## src/rtl/cla_seq_ctrl.sv

```systemverilog
// Chunk-serial wide adder sequencer: drives one narrow CLA slice per chunk, holding each
// chunk SETTLE cycles and rippling the chunk carry through a register.
module cla_seq_ctrl #(
   parameter int CHUNK_W = 3,
   parameter int NCHUNK  = 4,
   parameter int SETTLE  = 2,
   localparam int W      = CHUNK_W * NCHUNK
) (
   input  logic               clk,
   input  logic               rst_n,
   input  logic               in_valid,
   output logic               in_ready,
   input  logic [W-1:0]       in_a,
   input  logic [W-1:0]       in_b,
   input  logic               in_cin,
   output logic               out_valid,
   input  logic               out_ready,
   output logic [W-1:0]       out_sum,
   output logic               out_cout,
   output logic [CHUNK_W-1:0] add_a,
   output logic [CHUNK_W-1:0] add_b,
   output logic               add_c0,
   input  logic [CHUNK_W-1:0] add_s,
   input  logic               add_c3
);

   // state | meaning
   // IDLE  | waiting for a request, in_ready high
   // RUN   | presenting chunk idx to the slice, cnt counts settle cycles
   // DONE  | result held on out_* until out_ready

   generate
      if (SETTLE < 1) begin : g_bad_settle
         $error("cla_seq_ctrl: SETTLE must be >= 1");
      end
   endgenerate

   localparam int IDX_W = (NCHUNK > 1) ? $clog2(NCHUNK) : 1;
   localparam int CNT_W = (SETTLE > 1) ? $clog2(SETTLE) : 1;
   localparam logic [IDX_W-1:0] IDX_LAST = IDX_W'(NCHUNK - 1);
   localparam logic [CNT_W-1:0] CNT_LAST = CNT_W'(SETTLE - 1);

   typedef enum logic [1:0] {IDLE, RUN, DONE} state_t;

   state_t           state_q, state_d;
   logic [W-1:0]     a_q, a_d;
   logic [W-1:0]     b_q, b_d;
   logic [W-1:0]     sum_q, sum_d;
   logic             carry_q, carry_d;
   logic             cout_q, cout_d;
   logic [IDX_W-1:0] idx_q, idx_d;
   logic [CNT_W-1:0] cnt_q, cnt_d;

   always_ff @(posedge clk or negedge rst_n) begin
      if (!rst_n) begin
         state_q <= IDLE;
         a_q     <= '0;
         b_q     <= '0;
         sum_q   <= '0;
         carry_q <= 1'b0;
         cout_q  <= 1'b0;
         idx_q   <= '0;
         cnt_q   <= '0;
      end else begin
         state_q <= state_d;
         a_q     <= a_d;
         b_q     <= b_d;
         sum_q   <= sum_d;
         carry_q <= carry_d;
         cout_q  <= cout_d;
         idx_q   <= idx_d;
         cnt_q   <= cnt_d;
      end
   end

   always_comb begin
      int lsb;
      lsb     = CHUNK_W * int'(idx_q);
      state_d = state_q;
      a_d     = a_q;
      b_d     = b_q;
      sum_d   = sum_q;
      carry_d = carry_q;
      cout_d  = cout_q;
      idx_d   = idx_q;
      cnt_d   = cnt_q;
      add_a   = '0;
      add_b   = '0;
      add_c0  = 1'b0;

      case (state_q)
         IDLE: begin
            if (in_valid) begin
               a_d     = in_a;
               b_d     = in_b;
               carry_d = in_cin;
               idx_d   = '0;
               cnt_d   = '0;
               sum_d   = '0;
               state_d = RUN;
            end
         end
         RUN: begin
            // slice inputs come only from registers so the adder sees a stable chunk
            add_a  = a_q[lsb +: CHUNK_W];
            add_b  = b_q[lsb +: CHUNK_W];
            add_c0 = carry_q;
            if (cnt_q != CNT_LAST) begin
               cnt_d = cnt_q + 1'b1;
            end else begin
               sum_d[lsb +: CHUNK_W] = add_s;
               carry_d = add_c3;
               cnt_d   = '0;
               if (idx_q == IDX_LAST) begin
                  cout_d  = add_c3;
                  state_d = DONE;
               end else begin
                  idx_d = idx_q + 1'b1;
               end
            end
         end
         DONE: begin
            if (out_ready) state_d = IDLE;
         end
         default: state_d = IDLE;
      endcase
   end

   assign in_ready  = (state_q == IDLE);
   assign out_valid = (state_q == DONE);
   assign out_sum   = sum_q;
   assign out_cout  = cout_q;

endmodule

```

## config.mk

```make
export PLATFORM = sky130hd
export DESIGN_NAME = cla_seq_ctrl
export DESIGN_NICKNAME = d
export VERILOG_FILES = /design/src/rtl/cla_seq_ctrl.sv
export SDC_FILE = /design/constraint.sdc
export NUM_CORES = 1
export LEC_CHECK = 0
export CORE_ASPECT_RATIO = 0.9
export CORE_MARGIN = 4
export CORE_UTILIZATION = 30
export DETAILED_ROUTE_END_ITERATION = 10
export PLACE_DENSITY_LB_ADDON = 0.25
export SETUP_SLACK_MARGIN = 0.15
export SYNTH_ARGS = -nofsm -noshare
export SYNTH_HDL_FRONTEND = slang
export SYNTH_SLANG_ARGS = --single-unit
export TNS_END_PERCENT = 30
```

## constraint.sdc

```tcl
create_clock -name clk -period 2.8 [get_ports clk]
set_input_delay 0.56 -clock clk [delete_from_list [all_inputs] [get_ports clk]]
set_output_delay 0.56 -clock clk [all_outputs]
set_load 0.05 [all_outputs]
```

==> flow_summary_export.csv, run 1 <==
group,metric,value,unit
power_and_ir_drop,switchingPower,0.00149,W
routing,wirelength,4700,um
grt,number_of_antenna_violations_at_the_first_check_in_global_routing,0,
critical_path,rr_startpoint,"idx_q[0]$_DFFE_PN0P_",
layout,final_core_util,41.6,%
critical_path,regToRegEndpoint,"out_sum[6]$_DFFE_PN0P_",
synthesis,synth_seq_area_share,50.0,%
power_and_ir_drop,cellInternalPower,0.00209,W
placement,dpl.hpwl,3410,um
routing,drtIter0Drc,37,
routing,detail_route.wirelength.met1,2270,um
timing,clock-skew-final,0.00561,ns
power_and_ir_drop,comb_power_share,59.5,%
layout,finalNonFillerCells,313,
clock_network,clock_latency,0.29,ns
timing,finalSetupViolations,0,
timing,timing_worst_slew_pin_value,0.971,ns
layout,top_library_cells_by_usage_in_the_layout_fill_and_taps_aside,"46 x sky130_fd_sc_hd__clkdlybuf4s50_1, 43 x sky130_fd_sc_hd__dfrtp_1, 23 x sky130_fd_sc_hd__mux2_2, 9 x sky130_fd_sc_hd__inv_1",
timing,setup_total_negative_slack,0,ns
power_and_ir_drop,clkPwrFrac,9.9,%
routing,routed_wire_length_per_instance,15.0,um
timing,timing.hold.ws,0.421,ns
die,ioPinCount,55,
grt,grt_usage,11.4,%
layout,num-nets-final,259,
die,die_height,88.4,um
layout,syn_to_final_growth,35.3,%
power_and_ir_drop,p_seq_share,30.6,%
routing,dr_wl_met3,220,um
clock_network,clock_tree.buffer_depth,2,
clock_network,clkSlewWorstSetupHoldPaths,0.07,ns
routing,met2_length,2160,um
die,initial_utilization,30.7,%
timing,slew_headroom,35.2,%
clock_network,tritoncts_buffer_count,5,
clock_network,post_cts_buffers,0,
synthesis,postSynthNetCount,203,
grt,global_route_wire_length_before_repair,7890,um
placement,placement.io_buffers,54,
critical_path,register_to_register_setup_slack,0.64,ns
power_and_ir_drop,worst_ir_drop_vdd,0.792,mV
synthesis,syn_inst,165,
hold_path,worst_hold_path_type,"in -> async",
status,run_status,"completed",
timing,period_share,88.8,%
timing,fmax,402,MHz
die,rows,29,
critical_path,setup.worst_path.class,"reg -> out",
die,die_area,8600,um^2
synthesis,synth.lib_cells_used.distinct,31,
timing,final_hold_viol_count,0,
power_and_ir_drop,sw_frac_of_total,41.6,%
critical_path,crit_path_launch_type,"flop",
routing,detail-route-antenna-nets,0,
timing,maxSlewViolCount,0,
die,fp.dieW,97.3,um
placement,place_ws,0.543,ns
flow_run,cap_violations,0,
timing,setup_repair_after_global_routing_missed_its_margin,"no",
routing,drc,0,
clock_network,cts-hold-fix-buffers,0,
power_and_ir_drop,leakage,1.21,nW
clock_network,post_cts_resize_count,0,
layout,num_antenna_cells,0,
clock_network,h-tree-depth,2,
synthesis,yosys_register_bits,43,
routing,vias,1433,
layout,layout-drive-gt1-share,24.1,%
routing,highest-signal-layer,"met4",
timing,finalWorstSetupSlack,0.313,ns
grt,first_global_vias,1554,
critical_path,cp.required,2.24,ns
power_and_ir_drop,p_per_area,1230,nW/um^2
grt,overflow,0,
clock_network,clock_tree_from_tritoncts,"yes",
routing,drt_first_pass_iters,3,
clock_network,clock_sink_count,43,
synthesis,yosys_warnings,0,
placement,post-place-cells,307,
placement,final_gp_congestion,0.722,
die,coreArea,7000,um^2
grt,grt_max_degree,44,
critical_path,critical_path_peak_fanout,10,
synthesis,syn_area_per_cell,13.1,um^2
synthesis,synth_area,2150,um^2
critical_path,timing.reg2reg.worst_path_depth,5,
critical_path,critical_path.endpoint_type,"primary output",
routing,post_drt_via_cell_ratio,4.58,
layout,most_frequent_standard_cell_in_the_layout_excluding_fill_and_tap_cells,"sky130_fd_sc_hd__clkdlybuf4s50_1",
timing,layout_min_cycle_time,2.49,ns
clock_network,clock-root-buffer,"sky130_fd_sc_hd__clkbuf_8",
critical_path,cp_data_arrival_time,1.93,ns
critical path, cell delays in order (launching register included):
cell                      delay [ns]
sky130_fd_sc_hd__dfrtp_1        0.70
sky130_fd_sc_hd__mux4_2         0.57
sky130_fd_sc_hd__and2_1         0.21
sky130_fd_sc_hd__buf_12         0.15
flip-flops by register name (all words and copies together) (netlist names):
name / cells
a_q: 12
b_q: 12
carry_q: 1
cnt_q: 1
idx_q: 2
out_cout: 1
out_sum: 12
state_q: 2
cell usage after synthesis:
cell	instances	area share [%]
sky130_fd_sc_hd__xnor2_1	1	0.41
sky130_fd_sc_hd__and2_1	7	2.0
sky130_fd_sc_hd__nand4_1	6	1.7
sky130_fd_sc_hd__o21ai_0	1	0.23
sky130_fd_sc_hd__a311oi_1	1	0.41
sky130_fd_sc_hd__a31oi_2	1	0.58
sky130_fd_sc_hd__and4bb_1	1	0.58
sky130_fd_sc_hd__a211oi_1	1	0.35
sky130_fd_sc_hd__buf_2	4	0.93
sky130_fd_sc_hd__ha_1	5	2.9
sky130_fd_sc_hd__mux2_2	23	12
sky130_fd_sc_hd__nand2_1	5	0.87
sky130_fd_sc_hd__buf_6	3	1.6
sky130_fd_sc_hd__nor3b_1	1	0.35
sky130_fd_sc_hd__nor3b_4	1	0.87
sky130_fd_sc_hd__nor2b_1	2	0.58
sky130_fd_sc_hd__nand3_1	4	0.93
sky130_fd_sc_hd__buf_4	2	0.70
sky130_fd_sc_hd__a21oi_2	3	1.2
sky130_fd_sc_hd__a31oi_1	1	0.29
sky130_fd_sc_hd__mux4_2	6	6.3
sky130_fd_sc_hd__nor4_1	3	0.87
sky130_fd_sc_hd__nor2_1	6	1.0
sky130_fd_sc_hd__nand2b_1	4	1.2
sky130_fd_sc_hd__mux2i_1	8	3.7
sky130_fd_sc_hd__and3_1	3	0.87
sky130_fd_sc_hd__inv_1	9	1.6
sky130_fd_sc_hd__dfrtp_1	43	50
sky130_fd_sc_hd__mux2_1	8	4.2
sky130_fd_sc_hd__a211oi_2	1	0.58
sky130_fd_sc_hd__clkbuf_1	1	0.17
routing by layer:
| metal | vias to the layer above | track usage (%) |
|---|---|---|
| met5 | - | 0 |
| met4 | 0 | 3.02 |
| met3 | 6 | 2.99 |
| met2 | 34 | 17.9 |
| met1 | 699 | 15.9 |
| li1 | 694 | - |
power by group through the flow:
stage               sequential, W  combinational [W]  clock [W]
global route              0.00114            0.00227   0.000404
global placement          0.00110            0.00213          0
detailed placement        0.00112            0.00215          0
finish                    0.00110            0.00213   0.000356
CTS                       0.00110            0.00216   0.000372
floorplan                 0.00115            0.00131          0
worst max-delay path by stage:
stage / from / end / slack [ns] / depth (start not counted)
floorplan: idx_q[0]$_DFFE_PN0P_ / add_b[0] / 0.78 / 3
global placement: in_valid / out_sum[10]$_DFFE_PN0P_ / 0.59 / 5
detailed placement: in_valid / out_sum[10]$_DFFE_PN0P_ / 0.54 / 5
CTS: idx_q[0]$_DFFE_PN0P_ / add_a[0] / 0.28 / 3
global route: idx_q[0]$_DFFE_PN0P_ / add_a[1] / 0.19 / 3
finish: idx_q[0]$_DFFE_PN0P_ / add_a[0] / 0.31 / 3
area by class of cell:
type,instances,area (um^2)
inverters,9,33.8
well taps,93,116
multi-input cells,103,971
repair buffers,59,643
flip-flops and latches,43,1080
clock buffers,6,72.6
fillers,679,4090
per-stage QoR:
stage	cell area [um^2]	power, W
floorplan	2150	0.00245
global placement	2840	0.00323
detailed placement	2840	0.00326
CTS	2910	0.00363
global route	2910	0.00381
finish	2910	0.00359
logic make-up after synthesis:
logic type | share of synthesized area (%)
muxes | 26.2
and+or+nand+nor | 11.9
xor gates and xnor gates | 0.407
DFF | 50.0
AOI/OAI and AO/OA | 3.66
buffers and inverters | 4.94
adders and majority gates | 2.91
No activity file was read; power rests on OpenSTA's default activity.
==> inputs of run 2 (changes only) <==
--- a/config.mk
+++ b/config.mk
@@ -5,7 +5,6 @@
 export SDC_FILE = /design/constraint.sdc
 export NUM_CORES = 1
 export LEC_CHECK = 0
-export CORE_ASPECT_RATIO = 0.9
 export CORE_MARGIN = 4
 export CORE_UTILIZATION = 30
 export DETAILED_ROUTE_END_ITERATION = 10
==> flow_summary_export.csv, run 2 (same netlist as run 1, synthesis figures left out) <==
group,metric,value,unit
grt,first_global_vias,1523,
clock_network,h-tree-depth,2,
critical_path,startpoint,"state_q[1]$_DFFE_PN0P_",
clock_network,clock_latency,0.29,ns
status,run_status,"completed",
layout,layout-drive-gt1-share,24.9,%
layout,num-nets-final,258,
hold_path,worst_hold_path_type,"in -> async",
critical_path,worst_path_largest_cell_delay,0.79,ns
timing,fmax,403,MHz
grt,overflow,0,
clock_network,clkSlewWorstSetupHoldPaths,0.08,ns
layout,num_antenna_cells,0,
timing,setup_repair_after_global_routing_missed_its_margin,"no",
routing,vias,1419,
layout,most_frequent_standard_cell_in_the_layout_excluding_fill_and_tap_cells,"sky130_fd_sc_hd__clkdlybuf4s50_1",
placement,dpl.hpwl,3320,um
routing,drt_first_pass_iters,2,
timing,period_share,88.6,%
placement,placement.io_buffers,54,
clock_network,tritoncts_buffer_count,5,
critical_path,rr_startpoint,"idx_q[0]$_DFFE_PN0P_",
die,rows,30,
critical_path,cp.required,2.24,ns
grt,grt_usage,11.5,%
routing,detail-route-antenna-nets,0,
routing,drtIter0Drc,94,
placement,place_ws,0.485,ns
layout,finalNonFillerCells,317,
timing,clock-skew-final,0.00865,ns
clock_network,clock-root-buffer,"sky130_fd_sc_hd__clkbuf_8",
grt,global_route_wire_length_before_repair,7760,um
flow_run,cap_violations,0,
timing,maxSlewViolCount,0,
critical_path,critical_path.endpoint_type,"primary output",
timing,layout_min_cycle_time,2.48,ns
timing,final_hold_viol_count,0,
clock_network,clock_tree.buffer_depth,2,
placement,final_gp_congestion,0.746,
die,fp.dieW,92.7,um
timing,setup_total_negative_slack,0,ns
placement,post-place-cells,309,
power_and_ir_drop,worst_ir_drop_vdd,0.673,mV
timing,slew_headroom,34.5,%
routing,routed_wire_length_per_instance,14.6,um
timing,finalSetupViolations,0,
critical_path,setup.worst_path.class,"reg -> out",
routing,wirelength,4620,um
clock_network,clock_sink_count,43,
clock_network,clock_tree_from_tritoncts,"yes",
timing,timing_worst_slew_pin_value,0.982,ns
power_and_ir_drop,finalPower,0.00358,W
die,initial_utilization,31.3,%
critical_path,crit_path_launch_type,"flop",
critical_path,cp_data_arrival_time,1.92,ns
routing,post_drt_via_cell_ratio,4.48,
clock_network,post_cts_buffers,0,
power_and_ir_drop,leakage,1.21,nW
power_and_ir_drop,p_per_area,1230,nW/um^2
critical_path,critical_path_peak_fanout,11,
die,ioPinCount,55,
routing,drc,0,
die,coreArea,6870,um^2
die,die_area,8600,um^2
timing,finalWorstSetupSlack,0.320,ns
grt,grt_max_degree,44,
layout,top_library_cells_by_usage_in_the_layout_fill_and_taps_aside,"46 x sky130_fd_sc_hd__clkdlybuf4s50_1, 42 x sky130_fd_sc_hd__dfrtp_1, 23 x sky130_fd_sc_hd__mux2_2, 9 x sky130_fd_sc_hd__inv_1",
critical_path,cp_cell_sequence,"nand2b_1, inv_1, clkdlybuf4s50_1",
layout,syn_to_final_growth,35.7,%
critical_path,cpMaxStageDelayCell,"sky130_fd_sc_hd__clkdlybuf4s50_1",
grt,number_of_antenna_violations_at_the_first_check_in_global_routing,0,
die,die_height,92.7,um
## run 2: worst paths after layout
kind / slack (ns) / depth (start not counted) / end
min reg2reg: 0.49 / 1 / a_q[10]$_DFFE_PN0P_
min in group clk: 0.49 / 1 / a_q[10]$_DFFE_PN0P_
max reg2reg: 0.79 / 5 / out_sum[6]$_DFFE_PN0P_
max: 0.32 / 3 / out_valid
min: 0.42 / 1 / out_sum[3]$_DFFE_PN0P_
max in group asynchronous: 1.70 / 1 / idx_q[0]$_DFFE_PN0P_
## run 2: where the power goes
group | switching, W | total (W) | internal [W]
clock | 0.000212 | 0.000387 | 0.000175
combinational | 0.00106 | 0.00209 | 0.00103
sequential | 0.000224 | 0.00110 | 0.000880
total | 0.00149 | 0.00358 | 0.00209
## run 2: cell type report
cell class,count,area [um^2]
inverter,9,33.8
clock buffer,6,72.6
tap,96,120
multi-input combinational,103,971
clock inverter,2,12.5
sequential,43,1080
fill,646,3950
timing repair buffer,58,636
## run 2: metrics by stage
stage          util (%)  hold WS, ns  cell area (um^2)
3_3_place_gp       41.3        0.471              2840
3_5_place_dp       41.3        0.480              2840
4_1_cts            42.5        0.456              2920
6_report           42.6        0.419              2920
2_1_floorplan         -        0.264              2150
5_1_grt            42.6        0.510              2920
## run 2: worst max-delay path, delay by kind of cell (launching register included)
kind,cells,cell delay [ns]
buffers and inverters,2,0.86
and+or+nand+nor,1,0.13
DFF,1,0.64
## run 2: layer usage
metal  track usage [%]  wire length, um
met3              2.84              192
met1              15.2             2200
met2              18.4             2160
met4              3.79               61
met5                 0                0
## run 2: what timing repair did
item,CTS,global route
gates resized for setup,0,1
hold buffers,0,0
endpoints found under the setup margin,0,6
